<file path="src/rtl/mc_ctrl_pkg.sv">
// Shared encodings for the multicycle ARM-subset controller: FSM states,
// ALU control codes, data-processing commands, condition codes, flag indices.
package mc_ctrl_pkg;

  typedef enum logic [3:0] {
    S_FETCH  = 4'd0,
    S_DECODE = 4'd1,
    S_MEMADR = 4'd2,
    S_MEMRD  = 4'd3,
    S_MEMWB  = 4'd4,
    S_MEMWR  = 4'd5,
    S_EXECR  = 4'd6,
    S_EXECI  = 4'd7,
    S_ALUWB  = 4'd8,
    S_BRANCH = 4'd9,
    S_UNDEF  = 4'd10
  } state_t;

  localparam logic [2:0] ALU_ADD = 3'd0;
  localparam logic [2:0] ALU_SUB = 3'd1;
  localparam logic [2:0] ALU_AND = 3'd2;
  localparam logic [2:0] ALU_ORR = 3'd3;
  localparam logic [2:0] ALU_EOR = 3'd4;
  localparam logic [2:0] ALU_MUL = 3'd5;

  localparam logic [3:0] CMD_AND = 4'b0000;
  localparam logic [3:0] CMD_EOR = 4'b0001;
  localparam logic [3:0] CMD_SUB = 4'b0010;
  localparam logic [3:0] CMD_ADD = 4'b0100;
  localparam logic [3:0] CMD_CMP = 4'b1010;
  localparam logic [3:0] CMD_ORR = 4'b1100;

  localparam logic [1:0] OP_DP  = 2'b00;
  localparam logic [1:0] OP_MEM = 2'b01;
  localparam logic [1:0] OP_BR  = 2'b10;

  localparam logic [3:0] COND_EQ = 4'd0;
  localparam logic [3:0] COND_NE = 4'd1;
  localparam logic [3:0] COND_CS = 4'd2;
  localparam logic [3:0] COND_CC = 4'd3;
  localparam logic [3:0] COND_MI = 4'd4;
  localparam logic [3:0] COND_PL = 4'd5;
  localparam logic [3:0] COND_VS = 4'd6;
  localparam logic [3:0] COND_VC = 4'd7;
  localparam logic [3:0] COND_HI = 4'd8;
  localparam logic [3:0] COND_LS = 4'd9;
  localparam logic [3:0] COND_GE = 4'd10;
  localparam logic [3:0] COND_LT = 4'd11;
  localparam logic [3:0] COND_GT = 4'd12;
  localparam logic [3:0] COND_LE = 4'd13;
  localparam logic [3:0] COND_AL = 4'd14;

  localparam int FLAG_N = 3;
  localparam int FLAG_Z = 2;
  localparam int FLAG_C = 1;
  localparam int FLAG_V = 0;

endpackage

</file>
<file path="src/rtl/mc_condlogic.sv">
// Flags register, per-instruction CondEx latch, ARM condition evaluation
// and the conditional gating of the datapath write enables.
module mc_condlogic
  import mc_ctrl_pkg::*;
(
  input  logic       clk,
  input  logic       reset,
  input  logic [3:0] cond,
  input  logic [3:0] alu_flags,
  input  logic [1:0] flagw,
  input  logic       flag_en,
  input  logic       cond_latch,
  input  logic       regw,
  input  logic       memw,
  input  logic       branch,
  input  logic       nextpc,
  input  logic       rd_pc,
  output logic       pcwrite,
  output logic       regwrite,
  output logic       memwrite
);

  logic [3:0] flags;
  logic       condex;

  function automatic logic cond_eval(input logic [3:0] c, input logic [3:0] f);
    logic n, z, cy, v, ge, r;
    n  = f[FLAG_N];
    z  = f[FLAG_Z];
    cy = f[FLAG_C];
    v  = f[FLAG_V];
    ge = (n == v);
    case (c)
      COND_EQ: r = z;
      COND_NE: r = ~z;
      COND_CS: r = cy;
      COND_CC: r = ~cy;
      COND_MI: r = n;
      COND_PL: r = ~n;
      COND_VS: r = v;
      COND_VC: r = ~v;
      COND_HI: r = cy & ~z;
      COND_LS: r = ~cy | z;
      COND_GE: r = ge;
      COND_LT: r = ~ge;
      COND_GT: r = ~z & ge;
      COND_LE: r = z | ~ge;
      COND_AL: r = 1'b1;
      default: r = 1'b0;
    endcase
    return r;
  endfunction

  // CondEx is frozen at DECODE so a flag write in EXEC cannot change the
  // outcome of the instruction that produced it.
  always_ff @(posedge clk) begin
    if (reset) begin
      flags  <= '0;
      condex <= 1'b0;
    end else begin
      if (cond_latch)
        condex <= cond_eval(cond, flags);
      if (flag_en && condex) begin
        if (flagw[1]) begin
          flags[FLAG_N] <= alu_flags[FLAG_N];
          flags[FLAG_Z] <= alu_flags[FLAG_Z];
        end
        if (flagw[0]) begin
          flags[FLAG_C] <= alu_flags[FLAG_C];
          flags[FLAG_V] <= alu_flags[FLAG_V];
        end
      end
    end
  end

  always_comb begin
    regwrite = ~reset & regw & condex;
    memwrite = ~reset & memw & condex;
    pcwrite  = ~reset & (nextpc | (condex & (branch | (regw & rd_pc))));
  end

endmodule

</file>
<file path="src/rtl/multicycle_ctrl.sv">
// Multicycle ARM-subset control unit: main FSM, instruction/ALU decode and
// datapath select generation; conditional gating lives in mc_condlogic.
module multicycle_ctrl
  import mc_ctrl_pkg::*;
#(
  parameter int ALU_CTRL_W = 3,
  parameter bit MEM_WAIT   = 1'b1
) (
  input  logic                  clk,
  input  logic                  reset,
  input  logic [31:0]           Instr,
  input  logic [3:0]            ALUFlags,
  input  logic                  MemReady,
  output logic                  PCWrite,
  output logic                  MemWrite,
  output logic                  RegWrite,
  output logic                  IRWrite,
  output logic                  AdrSrc,
  output logic                  ALUSrcA,
  output logic [1:0]            RegSrc,
  output logic [1:0]            ALUSrcB,
  output logic [1:0]            ResultSrc,
  output logic [1:0]            ImmSrc,
  output logic [ALU_CTRL_W-1:0] ALUControl,
  output logic                  Undef,
  output logic [3:0]            state
);

  localparam bit HAS_EXT = (ALU_CTRL_W >= 3);

  state_t     st, dst;
  logic [1:0] op;
  logic [5:0] funct;
  logic [3:0] cmd;
  logic       sbit, is_mul, is_cmp, dp_ok, ready, rd_pc;
  logic [2:0] dp_alu, alu_sel;
  logic [1:0] flagw;
  logic       irw, nextpc, regw, memw, branch, flag_en, cond_latch;
  logic       unused_instr;

  assign op           = Instr[27:26];
  assign funct        = Instr[25:20];
  assign cmd          = funct[4:1];
  assign sbit         = funct[0];
  assign rd_pc        = (Instr[15:12] == 4'hF);
  assign is_mul       = (op == OP_DP) && (funct[5:1] == 5'b00000) && (Instr[7:4] == 4'b1001);
  assign is_cmp       = !is_mul && (cmd == CMD_CMP) && sbit;
  assign ready        = MEM_WAIT ? MemReady : 1'b1;
  assign unused_instr = ^{Instr[19:16], Instr[11:8], Instr[3:0]};

  always_comb begin
    dp_alu = ALU_ADD;
    dp_ok  = 1'b1;
    flagw  = 2'b00;
    if (is_mul) begin
      dp_alu = ALU_MUL;
      dp_ok  = HAS_EXT;
    end else begin
      case (cmd)
        CMD_ADD: dp_alu = ALU_ADD;
        CMD_SUB: dp_alu = ALU_SUB;
        CMD_AND: dp_alu = ALU_AND;
        CMD_ORR: dp_alu = ALU_ORR;
        CMD_EOR: begin
          dp_alu = ALU_EOR;
          dp_ok  = HAS_EXT;
        end
        CMD_CMP: begin
          dp_alu = ALU_SUB;
          dp_ok  = sbit;
        end
        default: dp_ok = 1'b0;
      endcase
    end
    if (sbit)
      flagw = (dp_alu == ALU_ADD || dp_alu == ALU_SUB) ? 2'b11 : 2'b10;
  end

  always_ff @(posedge clk) begin
    if (reset) begin
      st    <= S_FETCH;
      Undef <= 1'b0;
    end else begin
      case (st)
        S_FETCH:  if (ready) st <= S_DECODE;
        S_DECODE: begin
          if (op == OP_MEM)
            st <= S_MEMADR;
          else if (op == OP_BR)
            st <= S_BRANCH;
          else if (op == OP_DP && dp_ok)
            st <= funct[5] ? S_EXECI : S_EXECR;
          else begin
            st    <= S_UNDEF;
            Undef <= 1'b1;
          end
        end
        S_MEMADR:         st <= funct[0] ? S_MEMRD : S_MEMWR;
        S_MEMRD:          if (ready) st <= S_MEMWB;
        S_MEMWR:          if (ready) st <= S_FETCH;
        S_EXECR, S_EXECI: st <= is_cmp ? S_FETCH : S_ALUWB;
        default:          st <= S_FETCH;
      endcase
    end
  end

  // While reset is held the selects present the FETCH view of the datapath.
  assign dst = reset ? S_FETCH : st;

  always_comb begin
    AdrSrc     = 1'b0;
    ALUSrcA    = 1'b0;
    ALUSrcB    = 2'b00;
    ResultSrc  = 2'b00;
    alu_sel    = ALU_ADD;
    irw        = 1'b0;
    nextpc     = 1'b0;
    regw       = 1'b0;
    memw       = 1'b0;
    branch     = 1'b0;
    flag_en    = 1'b0;
    cond_latch = 1'b0;
    case (dst)
      S_FETCH: begin
        ALUSrcA   = 1'b1;
        ALUSrcB   = 2'b10;
        ResultSrc = 2'b10;
        irw       = ready;
        nextpc    = ready;
      end
      S_DECODE: begin
        ALUSrcA    = 1'b1;
        ALUSrcB    = 2'b10;
        ResultSrc  = 2'b10;
        cond_latch = 1'b1;
      end
      S_MEMADR: ALUSrcB = 2'b01;
      S_MEMRD:  AdrSrc = 1'b1;
      S_MEMWB: begin
        ResultSrc = 2'b01;
        regw      = 1'b1;
      end
      S_MEMWR: begin
        AdrSrc = 1'b1;
        memw   = 1'b1;
      end
      S_EXECR: begin
        alu_sel = dp_alu;
        flag_en = 1'b1;
      end
      S_EXECI: begin
        ALUSrcB = 2'b01;
        alu_sel = dp_alu;
        flag_en = 1'b1;
      end
      S_ALUWB:  regw = 1'b1;
      S_BRANCH: begin
        ALUSrcB   = 2'b01;
        ResultSrc = 2'b10;
        branch    = 1'b1;
      end
      default: ;
    endcase
  end

  assign IRWrite    = irw & ~reset;
  assign ALUControl = alu_sel[ALU_CTRL_W-1:0];
  assign RegSrc     = {op == OP_MEM, op == OP_BR};
  assign ImmSrc     = op;
  assign state      = st;

  mc_condlogic u_cond (
    .clk        (clk),
    .reset      (reset),
    .cond       (Instr[31:28]),
    .alu_flags  (ALUFlags),
    .flagw      (flagw),
    .flag_en    (flag_en),
    .cond_latch (cond_latch),
    .regw       (regw),
    .memw       (memw),
    .branch     (branch),
    .nextpc     (nextpc),
    .rd_pc      (rd_pc),
    .pcwrite    (PCWrite),
    .regwrite   (RegWrite),
    .memwrite   (MemWrite)
  );

endmodule

</file>
<file path="config.mk">
export PLATFORM = sky130hd
export DESIGN_NAME = multicycle_ctrl
export DESIGN_NICKNAME = d
export VERILOG_FILES = /design/src/rtl/mc_ctrl_pkg.sv /design/src/rtl/mc_condlogic.sv /design/src/rtl/multicycle_ctrl.sv
export SDC_FILE = /design/constraint.sdc
export NUM_CORES = 1
export LEC_CHECK = 0
export ABC_AREA = 1
export CORE_AREA = 5 5 59 56
export CTS_CLUSTER_DIAMETER = 100
export DETAILED_ROUTE_END_ITERATION = 6
export DIE_AREA = 0 0 64 61
export PLACE_DENSITY = 0.88
export RECOVER_POWER = 25
export SYNTH_ARGS = -nofsm -noshare
export SYNTH_HDL_FRONTEND = slang
export SYNTH_HIERARCHICAL = 1
export SYNTH_SLANG_ARGS = --single-unit
export TNS_END_PERCENT = 30
</file>
<file path="constraint.sdc">
create_clock -name clk -period 1.9 [get_ports clk]
set_input_delay 0.38 -clock clk [delete_from_list [all_inputs] [get_ports clk]]
set_output_delay 0.38 -clock clk [all_outputs]
set_load 0.03 [all_outputs]
</file>
; ---- Yosys cells after proc, flatten, opt, wreduce, memory -nomap -nowiden
; Cells that the tools add are included.
[word_totals]
register_bits = 10
out_inout_bits = 22
word_cells = 128
input_bits = 39
[classes]
reduce_logical = 28
eq_ne = 43
bitwise = 23
muxes = 29
[op_table]
columns = cell, count
row1 = "equality test 4 bit, second input constant", 13
row2 = "equality test 4 x 3 -> 1 bit, second input constant", 12
row3 = two-way mux 4 bit, 8
row4 = "equality test 4 x 2 -> 1 bit, second input constant", 7
row5 = one-hot mux 4 bit (6 select lines), 1
row6 = "equality test 4 x 1 -> 1 bit, second input constant", 4
row7 = zero test 4 bit, 4
row8 = one-hot mux 1 bit (15 select lines), 1
row9 = one-hot mux 3 bit (4 select lines), 1
row10 = OR reduction 2 bit, 6
row11 = two-way mux 1 bit, 11
row12 = bitwise AND 1 bit, 10
row13 = two-way mux 3 bit, 3
row14 = NOT 1 bit, 9
row15 = one-hot mux 2 bit (2 select lines), 2
row16 = logical AND 1 bit, 6
row17 = "!= test 2 bit, second input constant", 3
row18 = OR reduction 3 bit, 2
row19 = zero test 5 bit, 1
row20 = OR reduction 5 bit, 1
row21 = bitwise OR 1 bit, 4
row22 = AND reduction 2 bit, 2
row23 = AND reduction 4 bit, 1
row24 = "equality test 3 x 1 -> 1 bit, second input constant", 1
row25 = other kinds (10), 10

; ---- Depth between registers and ports, before layout
; Gate-level depths: netlist of run 1.
[logic_depth]
word_depth = 9
mapped_depth = 11
ltp_nobuf = 11

; ---- Hierarchy
; The synthesis of run 1 kept the hierarchy.
[by_module_without_submodules]
columns = module, cells_per_inst, seq_area_each_um2, instances, area_each_um2
row1 = multicycle_ctrl, 111, 100.1, 1, 604.3
row2 = mc_condlogic, 82, 100.1, 1, 430.4

; ---- Worst setup path before layout of run 1
; No wires, ideal clock.
[synth_timing]
path_type = register to output
start = reg st[2] (netlist: state[2])
end = out PCWrite
path_buffers = 0
arrival_ps = 1930
path_stages_with_launch = 9
path_slack_ps = -410
t_required_ps = 1520
path_cell_list = dfxtp_1 -> inv_1 -> nor2_1 -> nand2_1 -> a21oi_1 -> inv_1 -> nor2_1 -> nand2_1 -> o21ai_1
[synth_between]
elab_chain_len = 9
elab_cells_between_ends = 14
cone_classes = eq/ne (3) / mux (4) / bitwise (5) / reduce/logical (2)
[synth_lines]
columns = item, line
row1 = from (decl), multicycle_ctrl.sv:31  ; state_t st, dst;
row2 = from (signal assigned), multicycle_ctrl.sv:92  ; st <= funct[5] ? S_EXECI : S_EXECR;
row3 = from (signal assigned), multicycle_ctrl.sv:98  ; S_MEMADR: st <= funct[0] ? S_MEMRD : S_MEMWR;
row4 = from (signal assigned), multicycle_ctrl.sv:101  ; S_EXECR, S_EXECI: st <= is_cmp ? S_FETCH : S_ALUWB;
row5 = two-way mux 4 bit *, multicycle_ctrl.sv:108  ; assign dst = reset ? S_FETCH : st;
row6 = equality test 4 bit / equality test 4 x 3 -> 1 bit (equally long branches), multicycle_ctrl.sv:123  ; case (dst)
row7 = OR reduction 2 bit (no source line) *, --
row8 = two-way mux 1 bit *, multicycle_ctrl.sv:123
row9 = named net regw, multicycle_ctrl.sv:38  ; logic irw, nextpc, regw, memw, branch, flag_en, cond_latch;
row10 = bitwise AND 1 bit *, mc_condlogic.sv:79  ; pcwrite = ~reset & (nextpc | (condex & (branch | (regw & rd_pc))));
row11 = bitwise OR 1 bit *, mc_condlogic.sv:79
row12 = bitwise AND 1 bit *, mc_condlogic.sv:79
row13 = bitwise OR 1 bit *, mc_condlogic.sv:79
row14 = bitwise AND 1 bit *, mc_condlogic.sv:79
row15 = to (decl), multicycle_ctrl.sv:14  ; output logic PCWrite,
; Mark *: on every way through the listed nets, which the timed path passes. The rest lies on a longest branch.

; ---- Final worst setup path of run 1
[layout_timing]
start = in reset
end = out PCWrite
[layout_between]
elab_chain_len = 9
elab_cells_between_ends = 15
cone_classes = eq/ne (3) / mux (4) / bitwise (6) / reduce/logical (2)
[layout_lines]
columns = item, line
row1 = from (decl), multicycle_ctrl.sv:10  ; input logic reset,
row2 = two-way mux 4 bit *, multicycle_ctrl.sv:108
row3 = equality test 4 bit / equality test 4 x 3 -> 1 bit (equally long branches), multicycle_ctrl.sv:123
row4 = OR reduction 2 bit (no source line) *, --
row5 = two-way mux 1 bit *, multicycle_ctrl.sv:123
row6 = named net regw, multicycle_ctrl.sv:38
row7 = bitwise AND 1 bit *, mc_condlogic.sv:79
row8 = bitwise OR 1 bit *, mc_condlogic.sv:79
row9 = bitwise AND 1 bit *, mc_condlogic.sv:79
row10 = bitwise OR 1 bit *, mc_condlogic.sv:79
row11 = bitwise AND 1 bit *, mc_condlogic.sv:79
; Marked as above.

==> results of run 1 <==
## cell usage in the layout, fill, tap and decap left out, types with 2 or more instances in the layout
master,n
dfxtp_1,6
a21oi_1,8
dlygate4sd2_1,7
o21ai_1,5
clkdlybuf4s15_1,2
clkbuf_1,2
nand3_1,16
clkbuf_4,3
nand3b_1,4
nor3_1,4
a31oi_1,2
nand2_2,5
inv_2,12
nor2_1,30
buf_6,3
a21oi_2,3
dlymetal6s2s_1,3
buf_4,36
nor2_2,3
nor2_4,6
o21ai_2,2
dfxtp_2,2
dfxtp_4,2
nand2_1,46
inv_1,21
clkdlybuf4s50_1,19
a211oi_1,5
## worst max-delay path by stage
stage	from	slack [ps]	cells after the start	to
2_1_floorplan	state[0]	70	6	MemWrite
3_3_place_gp	Instr[25]	-220	6	ALUControl[0]
3_5_place_dp	Instr[25]	-230	6	ALUControl[0]
4_1_cts	Instr[21]	-5	6	ALUControl[1]
5_1_grt	state[2]	-50	9	PCWrite
6_report	reset	60	9	PCWrite
## through the flow
step | area, sq um | worst slack (ps)
4_1_cts | 1720 | -4.83
5_1_grt | 1780 | -50.3
2_1_floorplan | 1050 | 73.1
3_3_place_gp | 1650 | -223
6_report | 1780 | 60.7
3_5_place_dp | 1650 | -234
## where the power goes
group / switching [uW] / leakage [uW] / internal (uW)
Sequential: 44.3 / 0.0000834 / 248
Combinational: 462 / 0.000772 / 337
Clock: 81.3 / 0.0000210 / 116
Total: 588 / 0.000877 / 702
## flip-flops by register name, indices dropped and copies added, names as in the netlist
signal,flops
u_cond/condex,1
u_cond/flags,4
Undef,1
state,4
## cell usage after synthesis (all sizes together)
cell	instances
a211oi	5
a21oi	11
a31oi	2
and3	1
buf	3
clkinv	1
dfxtp	10
inv	33
nand2	51
nand3	17
nand3b	4
nor2	39
nor3	4
nor3b	1
o21ai	8
o22ai	1
or2	2
## area by class of cell
| cell class | instances | area (sq um) | share of cell area |
|---|---|---|---|
| Multi-Input combinational cell | 146 | 744 | 0.419 |
| Inverter | 34 | 128 | 0.0718 |
| Tap cell | 30 | 37.5 | 0.0211 |
| Timing Repair Buffer | 72 | 621 | 0.349 |
| Clock buffer | 4 | 36.3 | 0.0204 |
| Sequential cell | 10 | 210 | 0.118 |
## layer usage
metal | GRT usage | up-vias
met4 | 0.0267 | 0
met3 | 0.0426 | 2
met5 | 0 | -
met1 | 0.204 | 622
li1 | - | 756
met2 | 0.311 | 56
## logic make-up (layout without fill, tap and decap cells)
kind of cell           after synthesis  after routing  synth area share
and+or+nand+nor                    119            119             0.507
DFF                                 10             10             0.193
buffers and inverters               37            110             0.143
AOI/OAI and AO/OA                   27             27             0.157
## worst min-delay path: stages, from the launching register on
cell	delay [ps]
dfxtp_1	330
inv_1	50
a21oi_1	50
## repair_timing
action / CTS / global route
cloned: 0 / 0
pin swaps: 8 / 8
buffers inserted: 3 / 2
gates resized for setup: 19 / 22
hold buffers: 0 / 0
endpoints found under the setup margin: 6 / 10
==> impl_metrics.ini, run 1 <==
[yosys]
ys_seq_area_frac = 0.193
yosysTopAreaCell = dfxtp_1
syn-instance-count = 193
synth-seq-cells = 10
avgSynthCellArea_sq_um = 5.36
synth.top_cell.area_share = 0.193
syn-num-nets = 232
netlist_area_sq_um = 1030
ys_warn_count = 6
yosys-top-cells-area = dfxtp_1 (19%), nand2_1 (17%), nor2_1 (12%), inv_1 (8.7%), nand3_1 (8.2%)
netlist-cell-type-count = 26

[global_routing]
grt_pass1_vias = 1353
grt_pass1_wl_um = 5410
antenna_found_initial = 0
grt_start_max_net_pins = 9
overflow = 0
gr-usage-all-layers = 0.169

[clocking]
path_clk_slew_ps = 70
cts.sinks = 10
cts_buffers = 3
cts_tree = built
clock_latency_ps = 270
htree_levels = 1
cts_buffer_depth = 2
clk_root_buffer_cell = clkbuf_4

[setup_path]
crit_type = input pin to output port
reg2reg_slack_ps = 350
critPathLaunchType = input pin
slowest_stage = dlygate4sd2_1
cp.required_ps = 1520
timing.rr.end = u_cond/condex
r2r_start = state[2]
path_cells = dlygate4sd2_1 -> inv_2 -> nand3_1 -> a21oi_2 -> inv_2 -> nor2_4 -> nand2_2 -> o21ai_2 -> buf_6
crit_family = buffers and inverters
worstPathArrival_ps = 1460
cp-end-kind = output port
cp_common_cell = inv_2
rr_worst_depth = 10
crit_fanout = 4
critPathBufInv = 4
max_stage_delay_ps = 260

[layout]
fill_cells = 250
postLayoutCoreUtil = 0.674
antenna_cells = 0
drive_gt1_frac = 0.301
syn2layout_area_growth_pct = 71.7
fin_nets = 306
final_cells = 296

[pwr]
power_uw = 1290
power_density_nw_per_um2 = 726
ir_drop_mv = 0.611
p_leak_uw = 0.000877

[route]
wl_per_cell_um = 11.2
wl_met1_um = 1380
route.met2.wl_um = 1620
via_per_inst = 4.85
dr.pass1.iters = 5
wl_um = 3310
num_vias = 1436
antenna_left = 0
wl_met3_um = 296
drc = 0
dr.max_layer_used = met4
drt-initial-drc-count = 65

[floorplan]
die_area_sq_um = 3900
start_util = 0.393
rows = 18
die_y_um = 61
core_sq_um = 2640
io-pin-count = 61
chipWidth_um = 64

[timing]
final-setup-viol-count = 0
hold_slack_ps = 477
rsz0062_at_grt = yes
skew_ps = 1.95
worstMarginPinSlew_ps = 368
timing.fmax_mhz = 544
fin_setup_tns_ps = 0
period_share = 0.968
hold_viol = 0
fin_crit_ps = 1840
slew_violations = 0
max-slew-margin-rel = 0.756

[place]
gp_congestion = 0.891
port_buffers = 48
hpwl_um = 2670
dp_cells = 287

[min_path]
min_from = Undef
hold_path_depth = 2
min_to = Undef
hold_class = register to register

[job]
cap_violations = 0

[status]
status = complete, no violations
Note: power is estimated with default switching activity, not from simulation.
==> run 2, diff against run 1 <==
--- a/config.mk
+++ b/config.mk
@@ -6,11 +6,12 @@
 export NUM_CORES = 1
 export LEC_CHECK = 0
 export ABC_AREA = 1
-export CORE_AREA = 5 5 59 56
+export CORE_AREA = 5 5 52 50
 export CTS_CLUSTER_DIAMETER = 100
 export DETAILED_ROUTE_END_ITERATION = 6
-export DIE_AREA = 0 0 64 61
-export PLACE_DENSITY = 0.88
+export DIE_AREA = 0 0 57 55
+export DONT_BUFFER_PORTS = 1
+export PLACE_DENSITY = 0.72
 export RECOVER_POWER = 25
 export SYNTH_ARGS = -nofsm -noshare
 export SYNTH_HDL_FRONTEND = slang
==> run 2 against run 1 <==
Against the previous run:
- global-route usage increased by 2.5 points
- worst hold slack got worse by 320 ps
- die area decreased by 20%
- combinational power decreased by 19%
- flip-flop and latch count unchanged
- sequential share of layout area increased by 4.8 points
- non-clock buffer count decreased by 55
- register-to-register slack about the same
- utilization decreased by 5.0 points
- count of clock-buffer cells in the layout unchanged
- via count decreased by 8.3%
- largest cell class unchanged
- highest routed layer unchanged
==> impl_metrics.ini, run 2 (same netlist as run 1, synthesis figures left out) <==
[floorplan]
die_area_sq_um = 3140
core_sq_um = 2040
rows = 16
start_util = 0.507
die_y_um = 55
chipWidth_um = 57
io-pin-count = 61

[min_path]
min_from = reset
hold_class = input pin to register
hold_path_depth = 1
min_to = state[2]

[clocking]
path_clk_slew_ps = 70
clock_latency_ps = 270
cts_buffer_depth = 2
cts_tree = built
cts.sinks = 10
htree_levels = 1
clk_root_buffer_cell = clkbuf_4
cts_buffers = 3
cts_hold_buffers = 0

[pwr]
ir_drop_mv = 0.763
power_density_nw_per_um2 = 900
power_uw = 1150
p_leak_uw = 0.000596

[layout]
layout_commonest_cell = nand2_1
final_cells = 238
fin_nets = 251
antenna_cells = 0
fill_cells = 189
drive_gt1_frac = 0.256
syn2layout_area_growth_pct = 23.1
final_cell_mix = nand2_1 (48), nor2_1 (30), inv_1 (22)

[global_routing]
grt_pass1_vias = 1231
antenna_found_initial = 0
grt.met3_usage = 0.0557
grt.met1_usage = 0.191
grt_pass1_wl_um = 4790
grt_util_met2 = 0.373
gr-usage-all-layers = 0.195
grt.busiest_layer = met2
overflow = 0
grt_start_max_net_pins = 19

[setup_path]
rr_worst_depth = 10
timing.critical_path.from = state[0]
timing.rr.end = u_cond/condex
reg2reg_slack_ps = 360
worstPathArrival_ps = 1490
cp.required_ps = 1520
crit_type = register to output port
r2r_start = state[3]
crit_fanout = 3
critPathLaunchType = register
cp-end-kind = output port

[route]
wl_per_cell_um = 13.1
via_per_inst = 5.53
drt-initial-drc-count = 52
wl_um = 3120
antenna_left = 0
num_vias = 1317
dr.pass1.iters = 4
drc = 0

[place]
gp_congestion = 0.937
dp_cells = 230
hpwl_um = 2380
port_buffers = 0

[status]
status = complete, no violations

[timing]
rsz0062_at_grt = yes
worstMarginPinSlew_ps = 635
final-setup-viol-count = 0
timing.fmax_mhz = 536
fin_crit_ps = 1870
max-slew-margin-rel = 0.575
skew_ps = 2.75
slew_violations = 0
fin_setup_tns_ps = 0
hold_viol = 0
period_share = 0.982

[job]
cap_violations = 0
run 2: cell count changes in the layout (fill, tap and decap cells not counted), moves of 3 or more:
cell	change
clkdlybuf4s50_1	-19
buf_4	-21
dlymetal6s2s_1	-3
buf_6	-3
dlygate4sd2_1	-7
run 2: routing by layer:
metal  up-vias  part of all wire
met4         0             0.027
met2        67              0.51
li1        653                 -
met3        13             0.082
met1       584              0.39
met5         -                 0
run 2: power breakdown:
| part | internal (uW) | switching, uW | total (uW) |
|---|---|---|---|
| sequential | 248 | 50.3 | 298 |
| clock | 116 | 83.7 | 200 |
| combinational | 223 | 425 | 648 |
run 2: layout make-up:
cell class                 instances  area (sq um)  share of cell area
clock buffer                       4          36.3              0.0285
inverter                          34           130               0.102
multi-input combinational        146           742               0.583
sequential                        10           211               0.166
tap                               27          33.8              0.0265
timing repair buffer              17           120              0.0943
run 2: how the worst max path moves through the flow:
stage	end	slack (ps)	cells past startpoint
5_1_grt	ALUSrcB[0]	-20	7
3_3_place_gp	PCWrite	160	7
2_1_floorplan	MemWrite	70	6
6_report	ALUSrcB[0]	30	7
3_5_place_dp	ALUControl[0]	90	5
4_1_cts	PCWrite	2	8
run 2: what timing repair did:
item                                    4_1_cts  5_1_grt
setup buffers                                 4        0
pin swaps                                     2        2
endpoints found under the setup margin        3        7
gates resized for setup                       8       13
cloned                                        0        0
run 2: stage by stage:
step	hold WS [ps]	cell area [sq um]	worst slack, ps	util
floorplan	458	1050	73.1	-
global placement	439	1160	162	0.567
detailed placement	441	1160	90.1	0.567
CTS	139	1250	1.55	0.613
global route	123	1270	-16.4	0.624
finish	154	1270	33.7	0.624
run 2: worst max-delay path, cell delays in order (launching register included):
cell and delay [ps]:
dfxtp_1 350, inv_2 60, nor2_2 130, inv_1 70, nor2_2 220, a31oi_1 80, o21ai_1 120, buf_4 180
